==> config.mk <==
export PLATFORM = sky130hd
export DESIGN_NAME = mem_store_unit
export DESIGN_NICKNAME = d
export VERILOG_FILES = /design/src/rtl/mem_store_unit_pkg.sv /design/src/rtl/mem_store_unit_st_align.sv /design/src/rtl/mem_store_unit.sv
export SDC_FILE = /design/constraint.sdc
export NUM_CORES = 1
export LEC_CHECK = 0
export CAP_MARGIN = 20
export CORE_ASPECT_RATIO = 1.75
export CORE_MARGIN = 1.5
export CORE_UTILIZATION = 51
export CTS_BUF_LIST = sky130_fd_sc_hd__clkbuf_4 sky130_fd_sc_hd__clkbuf_8
export CTS_CLUSTER_SIZE = 40
export DETAILED_ROUTE_END_ITERATION = 10
export GPL_TIMING_DRIVEN = 0
export PLACE_DENSITY = 0.94
export SKIP_CTS_REPAIR_TIMING = 1
export SYNTH_ARGS = -nofsm -noshare
export SYNTH_HDL_FRONTEND = slang
export SYNTH_SLANG_ARGS = --single-unit
==> constraint.sdc <==
create_clock -name clk -period 5.64 [get_ports clk]
set_input_delay 0.846 -clock clk [delete_from_list [all_inputs] [get_ports clk]]
set_output_delay 0.846 -clock clk [all_outputs]
set_load 0.01 [all_outputs]
==> src/rtl/mem_store_unit_pkg.sv <==
// Shared store/load constants: funct3 size encodings and the store FSM states.
package mem_store_unit_pkg;

    localparam logic [2:0] F3_SB = 3'b000;
    localparam logic [2:0] F3_SH = 3'b001;
    localparam logic [2:0] F3_SW = 3'b010;

    typedef enum logic [1:0] {
        ST_IDLE = 2'd0,
        ST_WR0  = 2'd1,
        ST_WR1  = 2'd2
    } st_state_e;

    // Byte-size mask for a store; zero marks an illegal funct3.
    function automatic logic [3:0] size_mask(input logic [2:0] funct3);
        case (funct3)
            F3_SB:   return 4'b0001;
            F3_SH:   return 4'b0011;
            F3_SW:   return 4'b1111;
            default: return 4'b0000;
        endcase
    endfunction

endpackage

==> src/rtl/mem_store_unit_st_align.sv <==
// Combinational store aligner: spreads LSB-justified data and enables over two words.
module st_align
    import mem_store_unit_pkg::*;
(
    input  logic [2:0]  funct3,
    input  logic [1:0]  off,
    input  logic [31:0] rs2_data,
    output logic [63:0] data64,
    output logic [7:0]  be8,
    output logic        illegal_size
);

    logic [3:0]  mask;
    logic [31:0] byte_mask;

    always_comb begin
        mask         = size_mask(funct3);
        illegal_size = (mask == 4'b0000);
        byte_mask    = {{8{mask[3]}}, {8{mask[2]}}, {8{mask[1]}}, {8{mask[0]}}};
        // Masking before the shift keeps disabled lanes at zero.
        data64       = {32'b0, rs2_data & byte_mask} << {off, 3'b000};
        be8          = {4'b0000, mask} << off;
    end

endmodule

==> src/rtl/mem_store_unit.sv <==
// Store unit: aligns SB/SH/SW data and issues one or two word beats over valid/ready.
module mem_store_unit
    import mem_store_unit_pkg::*;
#(
    parameter int MISALIGN_SPLIT = 1
) (
    input  logic        clk,
    input  logic        reset,
    input  logic        req_valid,
    output logic        req_ready,
    input  logic [31:0] inst,
    input  logic [31:0] addr,
    input  logic [31:0] rs2_data,
    output logic        mem_valid,
    input  logic        mem_ready,
    output logic [31:0] mem_addr,
    output logic [31:0] mem_wdata,
    output logic [3:0]  mem_we,
    output logic        busy,
    output logic        done,
    output logic        fault
);

    // Handshake: a beat transfers on a rising edge where mem_valid && mem_ready;
    // the payload is held unchanged until then and mem_valid only drops after it.
    st_state_e   state;
    logic [31:0] beat1_addr;
    logic [31:0] beat1_wdata;
    logic [3:0]  beat1_we;

    logic [63:0] data64;
    logic [7:0]  be8;
    logic        illegal_size;
    logic        req_illegal;
    logic        unused_inst;

    st_align u_align (
        .funct3       (inst[14:12]),
        .off          (addr[1:0]),
        .rs2_data     (rs2_data),
        .data64       (data64),
        .be8          (be8),
        .illegal_size (illegal_size)
    );

    assign req_illegal = illegal_size || ((MISALIGN_SPLIT == 0) && (be8[7:4] != 4'b0000));
    assign req_ready   = (state == ST_IDLE);
    assign busy        = (state != ST_IDLE);
    assign unused_inst = ^{inst[31:15], inst[11:0]};

    always_ff @(posedge clk or posedge reset) begin
        if (reset) begin
            state       <= ST_IDLE;
            mem_valid   <= 1'b0;
            mem_addr    <= 32'd0;
            mem_wdata   <= 32'd0;
            mem_we      <= 4'd0;
            beat1_addr  <= 32'd0;
            beat1_wdata <= 32'd0;
            beat1_we    <= 4'd0;
            done        <= 1'b0;
            fault       <= 1'b0;
        end else begin
            done  <= 1'b0;
            fault <= 1'b0;
            case (state)
                ST_IDLE: begin
                    if (req_valid) begin
                        if (req_illegal) begin
                            fault <= 1'b1;
                        end else begin
                            mem_valid   <= 1'b1;
                            mem_addr    <= {addr[31:2], 2'b00};
                            mem_wdata   <= data64[31:0];
                            mem_we      <= be8[3:0];
                            beat1_addr  <= {addr[31:2], 2'b00} + 32'd4;
                            beat1_wdata <= data64[63:32];
                            beat1_we    <= be8[7:4];
                            state       <= ST_WR0;
                        end
                    end
                end
                ST_WR0: begin
                    if (mem_ready) begin
                        if (beat1_we != 4'b0000) begin
                            mem_addr  <= beat1_addr;
                            mem_wdata <= beat1_wdata;
                            mem_we    <= beat1_we;
                            state     <= ST_WR1;
                        end else begin
                            mem_valid <= 1'b0;
                            done      <= 1'b1;
                            state     <= ST_IDLE;
                        end
                    end
                end
                ST_WR1: begin
                    if (mem_ready) begin
                        mem_valid <= 1'b0;
                        done      <= 1'b1;
                        state     <= ST_IDLE;
                    end
                end
                default: state <= ST_IDLE;
            endcase
        end
    end

endmodule

; After elaboration in Yosys (flattened, before gate mapping)
; Index checks and enable logic that the tools add are counted.
; Widths: inputs -> output; s select.
[word_totals]
regBits = 141
input_bits = 100
output_inout_bits = 73
wordCells = 71
[op_classes]
addsub = 1
n_eq_ne = 10
n_shift = 2
mux = 35
bitwise_logic = 2
reduce_logical = 11
[ops]
columns = op, n
row1 = $mux 32, 8
row2 = $pmux 32 s2, 2
row3 = $shl 32x5->64, 1
row4 = $add 32x3->32 const B, 1
row5 = $and 32x32->32, 1
row6 = $mux 4, 4
row7 = $ne 2x2->1 const B, 6
row8 = $pmux 4 s3, 1
row9 = $mux 1, 11
row10 = $mux 2, 5
row11 = $pmux 4 s2, 1
row12 = $shl 4x2->8, 1
row13 = $pmux 2 s3, 1
row14 = $reduce_and 6->1, 1
row15 = $reduce_and 5->1, 1
row16 = $logic_not 4->1, 1
row17 = $reduce_and 4->1, 1
row18 = $reduce_bool 2->1, 2
row19 = $reduce_bool 4->1, 1
row20 = $eq 3x1->1 const B, 1
row21 = $eq 3x2->1 const B, 1
row22 = $logic_not 3->1, 1
row23 = $pmux 1 s3, 1
row24 = $reduce_and 3->1, 1
row25 = 6 further kinds, 6

; Longest topological paths before layout
; Gate-level depths: netlist of run 1.
[depth]
depth_word = 7
depth_mapped = 9
ltp_nobuf = 6

; Cells and area by module
; A second synthesis of run 1 with hierarchy kept.
[unflattened]
hier_cells = 756
hier_area_um2 = 7581.0
[by_module_without_submodules]
columns = mod, n_inst, cells_each, area_per_inst_um2, seq_area_each_um2
row1 = mem_store_unit, 1, 598, 6552.5, 3428.3
row2 = st_align, 1, 158, 1028.5, 0.0

; Least setup slack after synthesis of run 1
; Ideal clock, no wire load.
[synth_timing]
kind = input-to-reg
from = input inst[13]
to = register mem_wdata[0]
arrival_ps = 2468
setup_slack_ps = 3048
stages = 7
path_buffers = 3
cell_sequence = clkbuf_1 > a21oi_2 > a21oi_1 > or2_2 > buf_2 > buf_2 > mux2_2
[synth_between]
elab_chain_cells = 7
elab_cells_between_ends = 12
[synth_lines]
columns = item, line_no
row1 = start: declaration, mem_store_unit.sv:11  ; input logic [31:0] inst,
row2 = "$eq 3x2->1, or another cell as far along", mem_store_unit_pkg.sv:16  ; case (funct3)
row3 = $pmux 4 s3 *, mem_store_unit_pkg.sv:16
row4 = $and 32x32->32, mem_store_unit_st_align.sv:21  ; data64 = {32'b0, rs2_data & byte_mask} << {off, 3'b000};
row5 = $shl 32x5->64, mem_store_unit_st_align.sv:21
row6 = $mux 32, mem_store_unit.sv:69  ; if (req_illegal) begin
row7 = $mux 32, mem_store_unit.sv:68  ; if (req_valid) begin
row8 = $pmux 32 s2, mem_store_unit.sv:66  ; case (state)
row9 = end signal: assignment, mem_store_unit.sv:74  ; mem_wdata <= data64[31:0];
row10 = end signal: assignment, mem_store_unit.sv:87  ; mem_wdata <= beat1_wdata;
row11 = end: declaration, mem_store_unit.sv:17  ; output logic [31:0] mem_wdata,
; Every way passes the cells marked *; elsewhere a longest branch is shown, timed or not. The select of a mux whose other input is x is not followed.
; A chain may end at the register's enable or synchronous reset.

; Worst setup path after layout of run 1
[layout_timing]
from = register state[0]
to = register mem_we[2]
[layout_between]
elab_chain_cells = 3
elab_cells_between_ends = 9
[layout_lines]
columns = item, line_no
row1 = start: declaration, mem_store_unit.sv:26  ; st_state_e state;
row2 = start signal: assignment, mem_store_unit.sv:53  ; state <= ST_IDLE;
row3 = start signal: assignment, mem_store_unit.sv:79  ; state <= ST_WR0;
row4 = start signal: assignment, mem_store_unit.sv:89  ; state <= ST_WR1;
row5 = $eq 2x1->1 or $logic_not 2->1 (tied branches), mem_store_unit.sv:66
row6 = $ne 2x2->1 (no source line) or $reduce_bool 2->1 (tied branches), n/a
row7 = $reduce_and 5->1 (no source line), n/a
row8 = end signal: assignment, mem_store_unit.sv:75  ; mem_we <= be8[3:0];
row9 = end signal: assignment, mem_store_unit.sv:88  ; mem_we <= beat1_we;
row10 = end: declaration, mem_store_unit.sv:18  ; output logic [3:0] mem_we,
; Parallel ways exist; a longest one is shown, timed or not.

==> results of run 1 <==
[power groups by stage]
stage	Sequential, uW	Clock, uW	Combinational [uW]
global placement	1480	0	1840
global route	1520	886	2080
floorplan	1540	0	990
finish	1490	852	1940
CTS	1480	848	1930
detailed placement	1490	0	1910
[state kept, by name, summed over array words and instances (netlist names)]
name	flops
beat1_addr	30
mem_we	4
fault	1
beat1_wdata	24
state	2
mem_addr	30
mem_wdata	32
beat1_we	3
mem_valid	1
done	1
[cell families (layout without fill, tap and decap cells)]
group / count (synthesis) / count (layout) / synth area share, %
XOR/XNOR: 14 / 14 / 1.803
AO/OA/AOI/OAI: 230 / 230 / 22.21
adder cells (fa/ha/maj): 5 / 5 / 0.9200
multiplexers: 66 / 66 / 10.23
flip-flops: 128 / 128 / 47.10
buffers and inverters: 69 / 239 / 4.158
other: 1 / 2 / 0.05514
AND/OR/NAND/NOR: 186 / 186 / 13.52
[path summary, 6_finish.rpt]
check                                from              to  slack [ns]  cells after the start
setup / recovery                 state[0]       mem_we[2]        2.61                      8
hold / removal             beat1_addr[13]  beat1_addr[13]        0.48                      2
setup reg to reg                 state[0]       mem_we[2]        2.61                      8
hold reg to reg            beat1_addr[13]  beat1_addr[13]        0.48                      2
max in group asynchronous           reset    mem_wdata[7]        4.08                      3
min in group asynchronous           reset       mem_we[1]        0.82                      2
[final cells by class]
class / count / area, sq um / share of cell area [%]
multi-input cells: 503 / 3318 / 37.55
flip-flops and latches: 128 / 3203 / 36.25
repair buffers: 138 / 1394 / 15.77
clock buffers: 22 / 284.0 / 3.214
plain buffers: 59 / 245.2 / 2.775
well taps: 171 / 214.0 / 2.421
clock inverters: 10 / 135.1 / 1.529
inverters: 10 / 42.54 / 0.4815
[worst register-to-register path, stage by stage, from the launching register on]
cell	delay, ns
dfrtp_1	0.43
inv_1	0.10
ha_1	0.32
inv_1	0.15
a21oi_1	0.60
or2_2	0.25
buf_2	0.31
buf_2	0.37
mux2_2	0.39
[layer usage]
| metal | global-route usage [%] | up-vias | wire (um) |
|---|---|---|---|
| met4 | 20.48 | 0 | 1294 |
| met2 | 57.86 | 436 | 11690 |
| met5 | 0 | - | 0 |
| li1 | - | 2892 | - |
| met3 | 5.994 | 113 | 1623 |
| met1 | 32.33 | 3217 | 7472 |
[cells in the final DEF, fill, tap and decap left out, types with 6 or more instances in the layout]
cell type        synthesis  layout
clkdlybuf4s50_1          0     136
dfrtp_1                128     128
o21ai_0                111     111
nand2_1                 62      62
clkbuf_1                42      42
nor2_1                  39      39
mux2i_1                 38      38
a22o_1                  33      33
mux2_2                  28      28
clkbuf_8                 0      19
nand3_1                 17      17
a221oi_1                12      12
xnor2_1                 10      10
nand4_1                 10      10
inv_1                   10       9
or4_1                    9       9
o31ai_1                  9       9
o21a_1                   9       9
a21oi_1                  8       8
nor3_1                   8       8
o2bb2ai_1                8       8
o22ai_1                  8       8
nor2b_1                  7       7
buf_2                    6       7
buf_1                    7       7
nor4_1                   7       7
a31oi_1                  6       6
or3_1                    6       6
and3_1                   6       6
[stage by stage]
| stage | power [uW] | TNS (ns) | hold WS, ns | cell area, sq um | util (%) |
|---|---|---|---|---|---|
| finish | 4280 | 0 | 0.4827 | 8836 | 67.94 |
| global route | 4492 | 0 | 0.5111 | 8836 | 67.94 |
| CTS | 4257 | 0 | 0.4799 | 8836 | 67.94 |
| detailed placement | 3400 | 0 | 0.4630 | 8417 | 64.71 |
| global placement | 3320 | -43.42 | 0.4599 | 8379 | 64.43 |
| floorplan | 2528 | 0 | 0.4454 | 6804 | - |
==> results by group, run 1 <==
Power and ir drop
  • Clk pwr share: 19.9%
  • Sw frac: 38.51%
  • Comb pwr share: 45.3%
  • Internal power: 2631 uW
  • PD cells: 484.3 mW/mm^2
  • Worst VDD drop: around 0.26 mV
  • Share of power burned in registers: 34.8%
  • Leak: around 0.0037 uW
  • Net switching power: 1648 uW

Timing
  • Worst slew pin tran: 0.8291 ns
  • Clock skew: 0.01149 ns
  • Fin. Hold Viols: 0
  • Final Max Tran Viols: 0
  • RSZ-0062 raised after global routing: false
  • Slew headroom: 44.40%
  • # setup viols final: 0
  • Min cycle time layout: around 3 ns
  • Fin crit share: ~54%
  • Fmax: 0.3300 GHz
  • Final setup margin: approximately 2.6 ns

Route
  • Via count: 6658
  • DRT iter0 DRCs: 560
  • Remaining DRCs: 0
  • Post-route ant nets: 0
  • Drt first pass iters: 8
  • WL/cell: about 21 um
  • Routed vias/inst: approximately 6.4
  • Wirelength, routed: ~22000 um

Floorplanning
  • Die Area: roughly 0.014 sq mm
  • Initial Util: approximately 52%
  • # rows: 55
  • Top-Level Pins: 173
  • Die H: about 160 um
  • DIE WIDTH: about 90 um
  • CORE AREA: 0.01301 sq mm

Synthesis
  • Commonest cells in the netlist: dfrtp_1, o21ai_0, nand2_1
  • Ys async rst share: 100.0%
  • Synth unique cells: 54
  • Leading area contributor after synthesis: dfrtp_1
  • Post-Syn Instances: about 700
  • Synth top area share: a little under half
  • Post-synth EDFFs: 0
  • Mapped cell area: slightly below 0.007 sq mm
  • Leading register cell type out of synthesis: dfrtp_1
  • Most frequent cell after synthesis: dfrtp_1
  • Synth top area cells: dfrtp_1, o21ai_0, mux2i_1, mux2_2, a22o_1
  • #FFs+latches synth: 128
  • Yosys warnings: 0
  • Post-synthesis sequential area ratio: 47.10%
  • Synth Area per Inst: 9.729 sq um

Clock tree
  • Total CTS buffers: 17
  • Clk_lat worst skew: roughly 0.46 ns
  • CTS H-tree depth: 4
  • Sink Count: 128
  • Clock slew at reported path FFs: 0.08 ns
  • TritonCTS clock tree: done
  • CTS Root Cell: clkbuf_8
  • Clk buf depth: 2

Placement
  • I/O Buffers: about 140
  • Routability Congestion: 0.9697
  • DP Worst Slack: 2.264 ns
  • Detailed placement HPWL: 15910 um
  • DP Cell Count: between 1000 and 1500

Cells and area
  • Final Instance Count excl. Fillers: 1041
  • Final net count: roughly 960
  • Area Overhead vs Synth: 29.94%
  • Share of cells above drive strength 1: 9.195%
  • Fillers: 968
  • N_diodes: 0

Setup path
  • Worst path arrival time: about 3.4 ns
  • Top Family by Delay on Critical Path: buffers and inverters
  • Buf+Inv Stages, Crit Path: 4
  • Worst Setup End Kind: flip-flop
  • Critical path class: flip-flop to flip-flop
  • CP Max Fanout: 10
  • Slowest-stage cell, CP: a21oi_1
  • Slowest stage delay, CP: 0.60 ns
  • Req. time, crit path: 5.98 ns
  • Startpoint Class: flip-flop
  • Critical-path cell list: inv_1 -> ha_1 -> inv_1 -> a21oi_1 -> or2_2 -> buf_2 -> buf_2 -> mux2_2

Min path
  • Worst hold path type: flip-flop to flip-flop

Global routing
  • Initial antenna violation count: 0
  • Vias in the first global route: 6868
  • Total gr overflow: 0
  • Pin count of the biggest net entering global routing: slightly above 70
  • First-pass GRT wire length: 34510 um
  • Gr usage total: about a third

Run
  • Max-Cap Viols: 0

Status
  • Status: completed
Power figures use the tool's default switching activity.
==> run 2, diff against run 1 <==
Settings changed: CORE_UTILIZATION 51 to 46, PLACE_DENSITY 0.94 to 0.9.
Clock period 5.64 ns to 2.65 ns, I/O delays scaled along.
==> results by group, run 2 (same netlist as run 1, synthesis figures left out) <==
Timing
  • RSZ-0062 raised after global routing: false
  • Final setup margin: about 0.068 ns
  • Fin crit share: approximately 97%
  • Worst slew pin tran: 0.7963 ns
  • Fin. Hold Viols: 0
  • Fmax: between 0.3 and 0.4 GHz
  • Final Max Tran Viols: 0
  • Slew headroom: 46.91%
  • # setup viols final: 0
  • Min cycle time layout: 2.582 ns
  • Clock skew: 0.02020 ns

Cells and area
  • Area Overhead vs Synth: 31.13%
  • Largest regs: mem_wdata: 32 flops, beat1_addr: 30 flops, mem_addr: 30 flops
  • Final Util: 61.75%
  • Final Cell Area: 0.008917 sq mm
  • Final net count: 964
  • Share of cells above drive strength 1: 10.21%
  • N_diodes: 0
  • Biggest register: mem_wdata
  • Most frequent cells in the layout: clkdlybuf4s50_1, dfrtp_1, o21ai_0
  • Max FFs per register: 32
  • Commonest non-fill, non-tap cell in the layout: clkdlybuf4s50_1

Power and ir drop
  • Leak: 0.003719 uW
  • PD cells: 1034 mW/mm^2
  • Worst VDD drop: about 0.45 mV

Placement
  • I/O Buffers: 136
  • DP Worst Slack: -0.3242 ns
  • Routability Congestion: between 0.9 and 1
  • Detailed placement HPWL: 16400 um
  • Area post-placement: 0.008459 sq mm

Clock tree
  • CTS H-tree depth: 4
  • Clock slew at reported path FFs: approximately 0.10 ns
  • TritonCTS clock tree: done
  • Total CTS buffers: 17
  • Clk buf depth: 2
  • CTS Root Cell: clkbuf_8
  • Sink Count: 128
  • Clk_lat worst skew: 0.46 ns

Floorplanning
  • Die H: 163.8 um
  • Initial Util: 47.09%
  • Die Area: 0.01555 sq mm
  • CORE AREA: 0.01444 sq mm
  • # rows: 58
  • DIE WIDTH: roughly 95 um
  • Top-Level Pins: 173

Global routing
  • Vias in the first global route: around 6500
  • Gr usage total: 29.20%
  • Total gr overflow: 0
  • First-pass GRT wire length: 34240 um
  • Initial antenna violation count: 0
  • Pin count of the biggest net entering global routing: between 40 and 50

Route
  • WL/cell: 21.00 um
  • Routed vias/inst: 6.255
  • Wirelength, routed: 22090 um
  • Post-route ant nets: 0
  • DRT iter0 DRCs: roughly 440
  • Drt first pass iters: 5
  • Remaining DRCs: 0
  • Via count: 6580

Setup path
  • Req. time, crit path: roughly 3 ns
  • CP Max Fanout: 10
  • Reg2reg path depth: 8
  • Worst Setup End Kind: flip-flop
  • Worst path arrival time: 2.92 ns
  • Critical path class: flip-flop to flip-flop
  • Startpoint Class: flip-flop

Status
  • Status: completed

Run
  • Max-Cap Viols: 0

Min path
  • Worst hold path type: primary input to flip-flop
  • WHS Path Cells: 3
-- run 2: cell types whose count changed in the layout (fill, tap and decap cells not counted), sizes merged --
cell,previous run,this run
buf,18,19
clkbuf,65,61
clkinvlp,4,3
inv,10,16
-- run 2: per-layer routing --
| metal | GRT usage (%) | routed length [um] | vias up |
|---|---|---|---|
| li1 | - | - | 2904 |
| met5 | 0 | 0 | - |
| met4 | 17.91 | 1181 | 0 |
| met3 | 4.815 | 1458 | 102 |
| met2 | 50.36 | 11670 | 398 |
| met1 | 32.97 | 7785 | 3176 |
-- run 2: stage by stage --
stage	setup TNS (ns)	power, uW	hold slack (ns)	std cells
CTS	-8.282	9161	0.3517	1052
global route	0	9719	0.3927	1052
detailed placement	-10.18	7294	0.4712	1020
global placement	-69.28	7119	0.4602	1016
finish	0	9219	0.3508	1052
floorplan	0	5381	0.4454	700
-- run 2: final timing paths --
| check | start | to | slack [ns] |
|---|---|---|---|
| max in group asynchronous | reset | beat1_wdata[20] | 1.36 |
| max | state[0] | mem_wdata[9] | 0.07 |
| min | addr[6] | mem_addr[6] | 0.35 |
| max reg2reg | state[0] | mem_wdata[9] | 0.07 |
| min in group asynchronous | reset | mem_addr[23] | 0.39 |
| min reg2reg | beat1_addr[13] | beat1_addr[13] | 0.49 |
-- run 2: cell type report --
class / instances / area (sq um)
Multi-Input combinational cell: 503 / 3333
Clock buffer: 17 / 234.0
Sequential cell: 128 / 3203
Clock inverter: 15 / 197.7
Tap cell: 180 / 225.2
Timing Repair Buffer: 140 / 1426
Inverter: 10 / 41.29
Buffer: 59 / 256.5
Fill cell: 1217 / 5524
-- run 2: power breakdown --
part           switching [uW]  internal (uW)
clock network             913            961
logic                    2280           1900
registers                 441           2720
total                    3640           5580
-- run 2: critical path: stages, from the launching register on --
cell,delay (ns)
dfrtp_1,0.44
inv_1,0.11
ha_1,0.31
inv_1,0.17
a21oi_4,0.30
or2_2,0.20
buf_2,0.26
clkbuf_4,0.30
mux2_2,0.36
==> run 3, diff against run 2 <==
Settings changed: MAX_ROUTING_LAYER set to met4.
==> results by group, run 3 (same netlist as run 1, synthesis figures left out) <==
Clock tree
  • CTS H-tree depth: 4
  • Sink Count: 128
  • CTS Root Cell: clkbuf_8
  • TritonCTS clock tree: done
  • Clk buf depth: 2
  • Clk_lat worst skew: 0.45 ns
  • Total CTS buffers: 17
  • Clock slew at reported path FFs: 0.08 ns

Cells and area
  • Largest regs: mem_wdata: 32 flops, beat1_addr: 30 flops, mem_addr: 30 flops
  • Max FFs per register: 32
  • Final net count: 963
  • Area Overhead vs Synth: 30.89%
  • Most frequent cells in the layout: clkdlybuf4s50_1, dfrtp_1, o21ai_0
  • Share of cells above drive strength 1: 10.33%
  • Biggest register: mem_wdata
  • N_diodes: 0
  • Commonest non-fill, non-tap cell in the layout: clkdlybuf4s50_1
  • Final Util: approximately three fifths

Timing
  • Fin. Hold Viols: 0
  • Clock skew: 0.02122 ns
  • Slew headroom: 47.69%
  • RSZ-0062 raised after global routing: false
  • # setup viols final: 0
  • Worst slew pin tran: 0.7846 ns
  • Fmax: around 0.39 GHz
  • Final setup margin: 0.1013 ns
  • Fin crit share: 96.18%
  • Min cycle time layout: 2.549 ns
  • Final Max Tran Viols: 0

Global routing
  • Total gr overflow: 0
  • Initial antenna violation count: 0
  • Pin count of the biggest net entering global routing: 43
  • Vias in the first global route: 6675
  • Gr usage total: 30.29%
  • First-pass GRT wire length: approximately 35000 um

Setup path
  • Slowest-stage cell, CP: clkdlybuf4s50_1
  • CP Max Fanout: 10
  • Buf+Inv Stages, Crit Path: 2
  • RR Startpoint: state[0]
  • Top Family by Delay on Critical Path: simple AND/OR/NAND/NOR gates
  • Worst path arrival time: 2.92 ns
  • RR Endpoint: mem_we[2]
  • Reg2reg path depth: 8
  • Slowest stage delay, CP: around 0.60 ns
  • Critical-path cell list: clkdlybuf4s50_1 -> ha_1 -> nand3_1 -> or2_2 -> clkbuf_1 -> or4_1 -> a31oi_1
  • R2R Setup Slk: 0.17 ns
  • Worst Setup End Kind: flip-flop
  • Critical path class: primary input to flip-flop
  • Req. time, crit path: 3.02 ns
  • Startpoint Class: primary input

Placement
  • I/O Buffers: around 140
  • Detailed placement HPWL: about 16000 um
  • Routability Congestion: approximately 0.99
  • DP Worst Slack: -0.3063 ns

Power and ir drop
  • PD cells: 1023 mW/mm^2
  • Worst VDD drop: just over 0.6 mV
  • Leak: 0.003707 uW

Floorplanning
  • Die Area: 0.01555 sq mm
  • # rows: 58
  • Initial Util: between 40% and 50%
  • Top-Level Pins: around 170
  • CORE AREA: 0.01444 sq mm
  • Die H: 163.8 um
  • DIE WIDTH: 94.91 um

Route
  • Post-route ant nets: 0
  • Via count: 6510
  • DRT iter0 DRCs: about 440
  • Wirelength, routed: between 20000 and 25000 um
  • Remaining DRCs: 0
  • Drt first pass iters: 5
  • Routed vias/inst: just over 6
  • WL/cell: 20.61 um

Min path
  • Worst hold path type: primary input to asynchronous set/reset pin

Status
  • Status: completed

Run
  • Max-Cap Viols: 0
-- run 3: worst max-delay path by stage --
stage                        start             end  slack (ns)  cells after the start
after floorplan           state[0]    mem_wdata[0]        0.42                      8
after global placement       reset   mem_wdata[10]       -0.48                      2
after detailed placement  inst[13]   mem_wdata[11]       -0.31                      7
after CTS                 state[0]   mem_wdata[11]       -0.29                      8
after global routing       addr[2]  beat1_addr[24]        0.04                      7
final                      addr[2]  beat1_addr[18]        0.10                      7
-- run 3: area by class of cell --
type | instances | area (sq um)
well taps | 180 | 225.2
flip-flops and latches | 128 | 3203
plain buffers | 58 | 252.7
repair buffers | 140 | 1426
multi-input cells | 503 | 3334
clock buffers | 17 | 234.0
clock inverters | 15 | 183.9
fillers | 1220 | 5540
inverters | 10 | 41.29
-- run 3: metrics by stage --
| stage | setup TNS (ns) | std cells | instance area (sq um) | total power, uW | hold slack [ns] |
|---|---|---|---|---|---|
| floorplan | 0 | 700 | 6808 | 5381 | 0.4454 |
| global placement | -70.20 | 1016 | 8394 | 7115 | 0.4603 |
| finish | 0 | 1051 | 8901 | 9106 | 0.3059 |
| detailed placement | -9.584 | 1020 | 8459 | 7276 | 0.4664 |
| global route | 0 | 1051 | 8901 | 9656 | 0.3359 |
| CTS | -7.146 | 1052 | 8877 | 9072 | 0.3052 |
-- run 3: per-layer routing --
metal	routed length [um]	GRT usage (%)	part of all wire [%]
met1	7535	32.78	35
met2	11530	52.31	53
met3	1602	5.139	7.4
met4	991	15.54	4.6
met5	0	-	0
-- run 3: report_power, final --
part | switching, uW | internal [uW] | total (uW)
Clock | 851 | 939 | 1790
Combinational | 2250 | 1900 | 4150
Sequential | 443 | 2720 | 3170
